==> src/rtl/risc_net_pkg.sv <==
// Shared RISC-Net types: instruction width, filler NOP and the fetch FSM encoding.
// Latency: n/a (types and constants only).
// Backpressure: n/a.
package risc_net_pkg;

  localparam int INSTR_W = 16;
  localparam logic [INSTR_W-1:0] NOP_INSTR = 16'h0000;

  typedef enum logic [1:0] {
    IDLE    = 2'd0,
    BUSY    = 2'd1,
    DISCARD = 2'd2
  } fetch_state_e;

endpackage

==> src/rtl/instruction_fetch_if.sv <==
// Fetch-stage bus: hazard-stage delivery, redirect and the instruction-memory read port.
// Latency: n/a (signal bundle only).
// Backpressure: imem_ready holds a request in place; fetch_next paces delivery.
interface instruction_fetch_if #(
  parameter int ADDR_W = 8
);
  import risc_net_pkg::*;

  logic               fetch_next;
  logic [INSTR_W-1:0] instruction_out;
  logic               instr_valid;
  logic               redirect;
  logic [ADDR_W-1:0]  redirect_pc;
  logic               imem_req;
  logic [ADDR_W-1:0]  imem_addr;
  logic               imem_ready;
  logic [INSTR_W-1:0] imem_rdata;

  // The fetch unit drives requests and the instruction register.
  modport master (
    input  fetch_next, redirect, redirect_pc, imem_ready, imem_rdata,
    output instruction_out, instr_valid, imem_req, imem_addr
  );

  // The surrounding pipeline and memory drive the other side.
  modport slave (
    output fetch_next, redirect, redirect_pc, imem_ready, imem_rdata,
    input  instruction_out, instr_valid, imem_req, imem_addr
  );

endinterface

==> src/rtl/fetch_fifo.sv <==
// Prefetch FIFO with registered pointers and combinational head.
// Latency: a word pushed at edge N is visible on head after edge N.
// Backpressure: none internally; the caller guarantees no push when full and no pop when empty.
module fetch_fifo #(
  parameter int DEPTH = 4,
  parameter int WIDTH = 16
) (
  input  logic                     clk,
  input  logic                     rst_n,
  input  logic                     push,
  input  logic [WIDTH-1:0]         push_dat,
  input  logic                     pop,
  input  logic                     flush,
  output logic [$clog2(DEPTH):0]   count,
  output logic [WIDTH-1:0]         head
);
  localparam int AW = $clog2(DEPTH);
  localparam int CW = AW + 1;

  logic [WIDTH-1:0] mem [DEPTH];
  logic [AW-1:0]    wr_ptr;
  logic [AW-1:0]    rd_ptr;

  assign head = mem[rd_ptr];

  // Pointer and occupancy bookkeeping; flush discards everything and wins over push/pop.
  always_ff @(posedge clk or negedge rst_n) begin
    if (!rst_n) begin
      wr_ptr <= '0;
      rd_ptr <= '0;
      count  <= '0;
    end else if (flush) begin
      wr_ptr <= '0;
      rd_ptr <= '0;
      count  <= '0;
    end else begin
      if (push) wr_ptr <= wr_ptr + AW'(1);
      if (pop)  rd_ptr <= rd_ptr + AW'(1);
      count <= count + CW'(push) - CW'(pop);
    end
  end

  // Storage write; contents need no reset because count gates every read.
  always_ff @(posedge clk) begin
    if (push && !flush) mem[wr_ptr] <= push_dat;
  end

endmodule

==> src/rtl/instruction_fetch.sv <==
// Instruction fetch: single-outstanding imem reads into a prefetch FIFO, one instruction per fetch_next; FETCH_PERF_EN adds stall_count.
// Latency: word accepted at edge N can be on instruction_out at edge N+1; first request one edge after reset release.
// Backpressure: requests only issue when a FIFO slot is guaranteed; imem_req holds until imem_ready.
module instruction_fetch #(
  parameter int                ADDR_W   = 8,
  parameter int                DEPTH    = 4,
  parameter logic [ADDR_W-1:0] RESET_PC = '0
) (
  input  logic                 clk,
  input  logic                 rst_n,
`ifdef FETCH_PERF_EN
  output logic [15:0]          stall_count,
`endif
  instruction_fetch_if.master  bus
);
  import risc_net_pkg::*;

  localparam int CW = $clog2(DEPTH) + 1;
  localparam logic [CW-1:0] DEPTH_C = CW'(DEPTH);

  fetch_state_e       state, state_d;
  logic [ADDR_W-1:0]  pc, pc_d;
  logic [ADDR_W-1:0]  pend_pc, pend_pc_d;
  logic [ADDR_W-1:0]  addr_d;
  logic               req_d;
  logic [CW-1:0]      count;
  logic [CW-1:0]      count_after;
  logic [INSTR_W-1:0] head;
  logic               fifo_push;
  logic               fifo_pop;
  logic               fifo_flush;

  // A redirect replaces delivery with a NOP, so it never pops.
  assign fifo_pop    = bus.fetch_next && !bus.redirect && (count != '0);
  assign count_after = count + CW'(1) - CW'(fifo_pop);

  fetch_fifo #(
    .DEPTH (DEPTH),
    .WIDTH (INSTR_W)
  ) u_fifo (
    .clk      (clk),
    .rst_n    (rst_n),
    .push     (fifo_push),
    .push_dat (bus.imem_rdata),
    .pop      (fifo_pop),
    .flush    (fifo_flush),
    .count    (count),
    .head     (head)
  );

  // Next-state, next request and FIFO control; the request port is registered so it is glitch-free.
  always_comb begin
    state_d    = state;
    pc_d       = pc;
    pend_pc_d  = pend_pc;
    req_d      = bus.imem_req;
    addr_d     = bus.imem_addr;
    fifo_push  = 1'b0;
    fifo_flush = 1'b0;
    case (state)
      IDLE: begin
        if (bus.redirect) begin
          fifo_flush = 1'b1;
          pc_d       = bus.redirect_pc;
        end else if (count < DEPTH_C) begin
          req_d   = 1'b1;
          addr_d  = pc;
          state_d = BUSY;
        end
      end
      BUSY: begin
        if (bus.redirect) begin
          fifo_flush = 1'b1;
          if (bus.imem_ready) begin
            pc_d    = bus.redirect_pc;
            req_d   = 1'b0;
            state_d = IDLE;
          end else begin
            // Request must stay up until acknowledged; its data is dropped later.
            pend_pc_d = bus.redirect_pc;
            state_d   = DISCARD;
          end
        end else if (bus.imem_ready) begin
          fifo_push = 1'b1;
          pc_d      = pc + ADDR_W'(1);
          if (count_after < DEPTH_C) begin
            addr_d = pc + ADDR_W'(1);
          end else begin
            req_d   = 1'b0;
            state_d = IDLE;
          end
        end
      end
      DISCARD: begin
        if (bus.redirect) begin
          fifo_flush = 1'b1;
          pend_pc_d  = bus.redirect_pc;
        end
        if (bus.imem_ready) begin
          req_d   = 1'b0;
          pc_d    = bus.redirect ? bus.redirect_pc : pend_pc;
          state_d = IDLE;
        end
      end
      default: begin
        req_d   = 1'b0;
        state_d = IDLE;
      end
    endcase
  end

  // FSM state, PC and request port registers.
  always_ff @(posedge clk or negedge rst_n) begin
    if (!rst_n) begin
      state         <= IDLE;
      pc            <= RESET_PC;
      pend_pc       <= RESET_PC;
      bus.imem_req  <= 1'b0;
      bus.imem_addr <= RESET_PC;
    end else begin
      state         <= state_d;
      pc            <= pc_d;
      pend_pc       <= pend_pc_d;
      bus.imem_req  <= req_d;
      bus.imem_addr <= addr_d;
    end
  end

  // Instruction register toward the hazard stage; holds unless fetch_next, NOP on redirect or underflow.
  always_ff @(posedge clk or negedge rst_n) begin
    if (!rst_n) begin
      bus.instruction_out <= NOP_INSTR;
      bus.instr_valid     <= 1'b0;
    end else if (bus.redirect) begin
      bus.instruction_out <= NOP_INSTR;
      bus.instr_valid     <= 1'b0;
    end else if (bus.fetch_next) begin
      if (count != '0) begin
        bus.instruction_out <= head;
        bus.instr_valid     <= 1'b1;
      end else begin
        bus.instruction_out <= NOP_INSTR;
        bus.instr_valid     <= 1'b0;
      end
    end
  end

`ifdef FETCH_PERF_EN
  // Saturating count of edges where the hazard stage asked for an instruction and none was buffered.
  always_ff @(posedge clk or negedge rst_n) begin
    if (!rst_n) begin
      stall_count <= '0;
    end else if (bus.fetch_next && (count == '0) && (stall_count != 16'hFFFF)) begin
      stall_count <= stall_count + 16'd1;
    end
  end
`else
  // No starvation counter in this build.
`endif

endmodule

==> src/flat_wrapper.sv <==
// flat-port wrapper written by rule: the top's interface ports become plain ports
module instruction_fetch_flat import risc_net_pkg::*;
#(
  parameter int                ADDR_W   = 8,
  parameter int                DEPTH    = 4,
  parameter logic [ADDR_W-1:0] RESET_PC = '0
)
  (clk, rst_n, bus_fetch_next, bus_redirect, bus_redirect_pc, bus_imem_ready, bus_imem_rdata, bus_instruction_out, bus_instr_valid, bus_imem_req, bus_imem_addr);
  instruction_fetch_if #(.ADDR_W(ADDR_W)) bus_i ();
  input  logic clk;
  input  logic rst_n;
  input wire logic [$bits(bus_i.fetch_next)-1:0] bus_fetch_next;
  input wire logic [$bits(bus_i.redirect)-1:0] bus_redirect;
  input wire logic [$bits(bus_i.redirect_pc)-1:0] bus_redirect_pc;
  input wire logic [$bits(bus_i.imem_ready)-1:0] bus_imem_ready;
  input wire logic [$bits(bus_i.imem_rdata)-1:0] bus_imem_rdata;
  output wire logic [$bits(bus_i.instruction_out)-1:0] bus_instruction_out;
  output wire logic [$bits(bus_i.instr_valid)-1:0] bus_instr_valid;
  output wire logic [$bits(bus_i.imem_req)-1:0] bus_imem_req;
  output wire logic [$bits(bus_i.imem_addr)-1:0] bus_imem_addr;
  assign bus_i.fetch_next = bus_fetch_next;
  assign bus_i.redirect = bus_redirect;
  assign bus_i.redirect_pc = bus_redirect_pc;
  assign bus_i.imem_ready = bus_imem_ready;
  assign bus_i.imem_rdata = bus_imem_rdata;
  assign bus_instruction_out = bus_i.instruction_out;
  assign bus_instr_valid = bus_i.instr_valid;
  assign bus_imem_req = bus_i.imem_req;
  assign bus_imem_addr = bus_i.imem_addr;
  instruction_fetch #(.ADDR_W(ADDR_W), .DEPTH(DEPTH), .RESET_PC(RESET_PC)) u_core (.clk(clk), .rst_n(rst_n), .bus(bus_i));
endmodule
==> config.mk <==
export PLATFORM = sky130hd
export DESIGN_NAME = instruction_fetch_flat
export DESIGN_NICKNAME = d
export VERILOG_FILES = /design/src/rtl/risc_net_pkg.sv /design/src/rtl/instruction_fetch_if.sv /design/src/rtl/fetch_fifo.sv /design/src/rtl/instruction_fetch.sv /design/src/flat_wrapper.sv
export SDC_FILE = /design/constraint.sdc
export NUM_CORES = 1
export LEC_CHECK = 0
export CORE_ASPECT_RATIO = 1.5
export CORE_UTILIZATION = 58
export CTS_BUF_LIST = sky130_fd_sc_hd__clkbuf_8
export DETAILED_ROUTE_END_ITERATION = 7
export PLACE_DENSITY = 0.82
export SLEW_MARGIN = 0
export SYNTH_ARGS = -nofsm -noshare
export SYNTH_HDL_FRONTEND = slang
export SYNTH_SLANG_ARGS = --single-unit
==> constraint.sdc <==
create_clock -name clk -period 3.8 [get_ports clk]
set_clock_uncertainty 0.05 [all_clocks]
set_input_delay 0.38 -clock clk [delete_from_list [all_inputs] [get_ports clk]]
set_output_delay 0.38 -clock clk [all_outputs]
set_load 0.005 [all_outputs]
==> impl_results.md <==
* Layout cells sized above 1 at 18.2%
* Total power at 4.25 mW
* Hold Path Class: input pin to async pin
* Post-layout nets at 451
* Max Clock Freq at 0.345 GHz
* Placement Rows at 41
* Synthesized flop and latch total at 115
* DRT Pass-1 Iters at 5
* Area grow syn2layout at 20.2%
* Die area at 0.00916 mm2
* Ranking of synthesized cells by area: edfxtp_1, dfrtp_1, mux4_2
* Post-route setup TNS at 0 ps
* Post-synth top flop: edfxtp_1
* Area of the mapped netlist at 0.00509 mm2
* RSZ-0062 raised after global routing: false
* CTS Sinks at 115
* Antenna violations before repair at 0
* DR vias at 3240
* Mapped Nets at 391
* DP Area at 0.00571 mm2
* Count leader, synth: edfxtp_1
* Drt drc at 0
* WL final at 10300 um
* H-tree levels at 4
* Clk pin slew, worst setup/hold paths at 70 ps
* Worst-margin pin slew at 908 ps
* Pwr/cell area at 694 mW/mm2
* Maximum vdd drop at 387 uV
* Final Slew Violations at 0
* CTS tree: yes
* Critical path class: flip-flop to flip-flop
* Peak fanout along the critical path at 17
* DRT antenna net count at 0
* Max clock buf depth at 2
* Gate Count Post-Synth at 350
* Count of different cell masters after synthesis at 48
* Overall die height at 117 um
* First DRT Iteration DRCs at 208
* Leakage at 2.34 nW
* Top Ports at 55
* Worst-Skew Late Latency at 420 ps
* WHS at 352 ps
* Wire per inst at 19.5 um
* Clock buffer count from CTS at 17
* Final setup vio count at 0
* Final hold viol count at 0
* Critical path data arrival time at 3150 ps
* Commonest cells post-synth: edfxtp_1, dfrtp_1, nand2_1
* Startpoint Class: flip-flop
* Status: complete, no violations
* Final worst slack at 903 ps
* Post-CTS Setup Bufs at 0
* Synth top area share at 37.8%
* Yosys warns at 0
* Dpl ws at 841 ps
* Initial Util at 60.1%
* Fraction of registers with async set/reset at 44.3%
* RePlAce Congestion at 0.948
* Synth area leader: edfxtp_1
* Max Cap Viol at 0
* Final Critical Period at 2900 ps
* Synth Area per Inst at 14.5 um2
* CP Data Required Time at 4050 ps
* GRT Total Usage at 25.4%
* Pin count of the biggest net entering global routing at 37
* HPWL after DPL at 6980 um
* Grt ovf at 0
* Post-CTS Resized at 0
* Root Driver: clkbuf_8
* Vias in the first global route at 3297
* Fill cell count at 542
* First-pass GRT wire length at 16600 um
* Slew HR at 39.5%
* Post-synth EDFFs at 64
* Port bufs at 54
* Register area at 0.00320 mm2
* Diode count at 0
* Post-route design area at 0.00612 mm2
* DIE WIDTH at 78.5 um
* Final cycle utilization of the critical path at 76.2%
* Crit. End Element: flip-flop
* Multi-input gate area at 0.00175 mm2
* Seq/Total Area, Yosys at 62.8%
* Total core area at 0.00846 mm2
* DR vias/cell at 6.11
## flip-flops by register name, summed over array words and instances (netlist names)
| name | count |
|---|---|
| u_core.bus.imem_addr | 8 |
| u_core.bus.imem_req | 1 |
| u_core.bus.instr_valid | 1 |
| u_core.bus.instruction_out | 16 |
| u_core.pc | 8 |
| u_core.pend_pc | 8 |
| u_core.state | 2 |
| u_core.u_fifo.count | 3 |
| u_core.u_fifo.mem | 64 |
| u_core.u_fifo.rd_ptr | 2 |
| u_core.u_fifo.wr_ptr | 2 |
## routing by layer
layer  wire [um]  share of wire [%]  GRT usage (%)  up-vias
met4         286                2.8           13.6        0
met1        3810                 37           26.3     1631
met3         456                4.4           6.02       25
met2        5800                 56           47.3      131
li1            -                  -              -     1453
met5           0                  0              0        -
## layout by cell type (no fill, tap or decap), types with 3 or more instances in the layout
master / netlist / routed
xor2_1: 5 / 5
buf_4: 1 / 7
a32oi_1: 3 / 3
mux2i_1: 8 / 8
clkinvlp_4: 0 / 4
o21a_1: 3 / 3
mux2_2: 18 / 18
o22ai_1: 3 / 3
nor4_1: 3 / 3
a21oi_1: 8 / 8
o211ai_1: 3 / 3
inv_1: 12 / 13
clkbuf_8: 0 / 19
nand4_1: 3 / 3
a31oi_1: 3 / 3
edfxtp_1: 64 / 64
or2_2: 3 / 3
nand3_1: 9 / 9
ha_1: 11 / 11
xnor2_1: 7 / 7
and3_1: 4 / 4
nor2_1: 15 / 15
clkdlybuf4s50_1: 0 / 53
a22o_1: 17 / 17
nand2_1: 21 / 21
nor3_1: 4 / 4
o21ai_0: 11 / 11
dfrtp_1: 51 / 51
mux4_2: 16 / 16
## timing repair
action                                  4_1_cts  5_1_grt
endpoints found under the setup margin        0        0
hold buffers                                  1        0
endpoints found under the hold margin        15        0
## logic make-up after synthesis
| family | after synthesis | synth area share [%] |
|---|---|---|
| adders and majority gates | 12 | 3.10 |
| AOI/OAI and AO/OA | 66 | 9.96 |
| xor gates and xnor gates | 12 | 2.06 |
| muxes | 42 | 12.6 |
| DFF | 115 | 62.8 |
| and+or+nand+nor | 70 | 6.59 |
| buffers and inverters | 33 | 2.83 |
## cell type report
class,count,area share [%]
clock inverters,13,2.19
repair buffers,62,9.78
multi-input cells,202,28.6
well taps,107,2.19
clock buffers,19,4.27
inverters,12,0.736
flip-flops and latches,115,52.3
## worst paths after layout
kind | slack [ps] | end | startpoint | depth (start not counted)
setup / recovery | 900 | u_core.u_fifo.count[2] | u_core.state[1] | 12
hold / removal | 350 | u_core.pend_pc[4] | rst_n | 2
setup reg to reg | 900 | u_core.u_fifo.count[2] | u_core.state[1] | 12
hold reg to reg | 440 | u_core.bus.instr_valid | u_core.bus.instr_valid | 1
max in group asynchronous | 2530 | u_core.bus.imem_addr[7] | rst_n | 3
min in group clk | 440 | u_core.bus.instr_valid | u_core.bus.instr_valid | 1
## critical path: stages, from the launching register on
cell     delay (ps)
dfrtp_1         410
inv_1           110
ha_1            530
nor2b_1         270
nand2_1         140
ha_1            320
inv_1            60
ha_1            120
inv_1            50
fa_1            370
xor2_1          160
xnor2_1         130
nor2_1           50
## through the flow
step	util, %	std cells
CTS	72.3	530
global route	72.3	530
detailed placement	67.5	497
finish	72.3	530
floorplan	-	350
global placement	67.5	497
## power by group
part | leakage (nW) | total, mW | internal, mW | switching (mW)
Sequential | 1.23 | 1.80 | 1.56 | 0.243
Combinational | 0.909 | 1.35 | 0.713 | 0.633
Clock | 0.193 | 1.10 | 0.614 | 0.490
No activity file was read; power rests on OpenSTA's default activity.
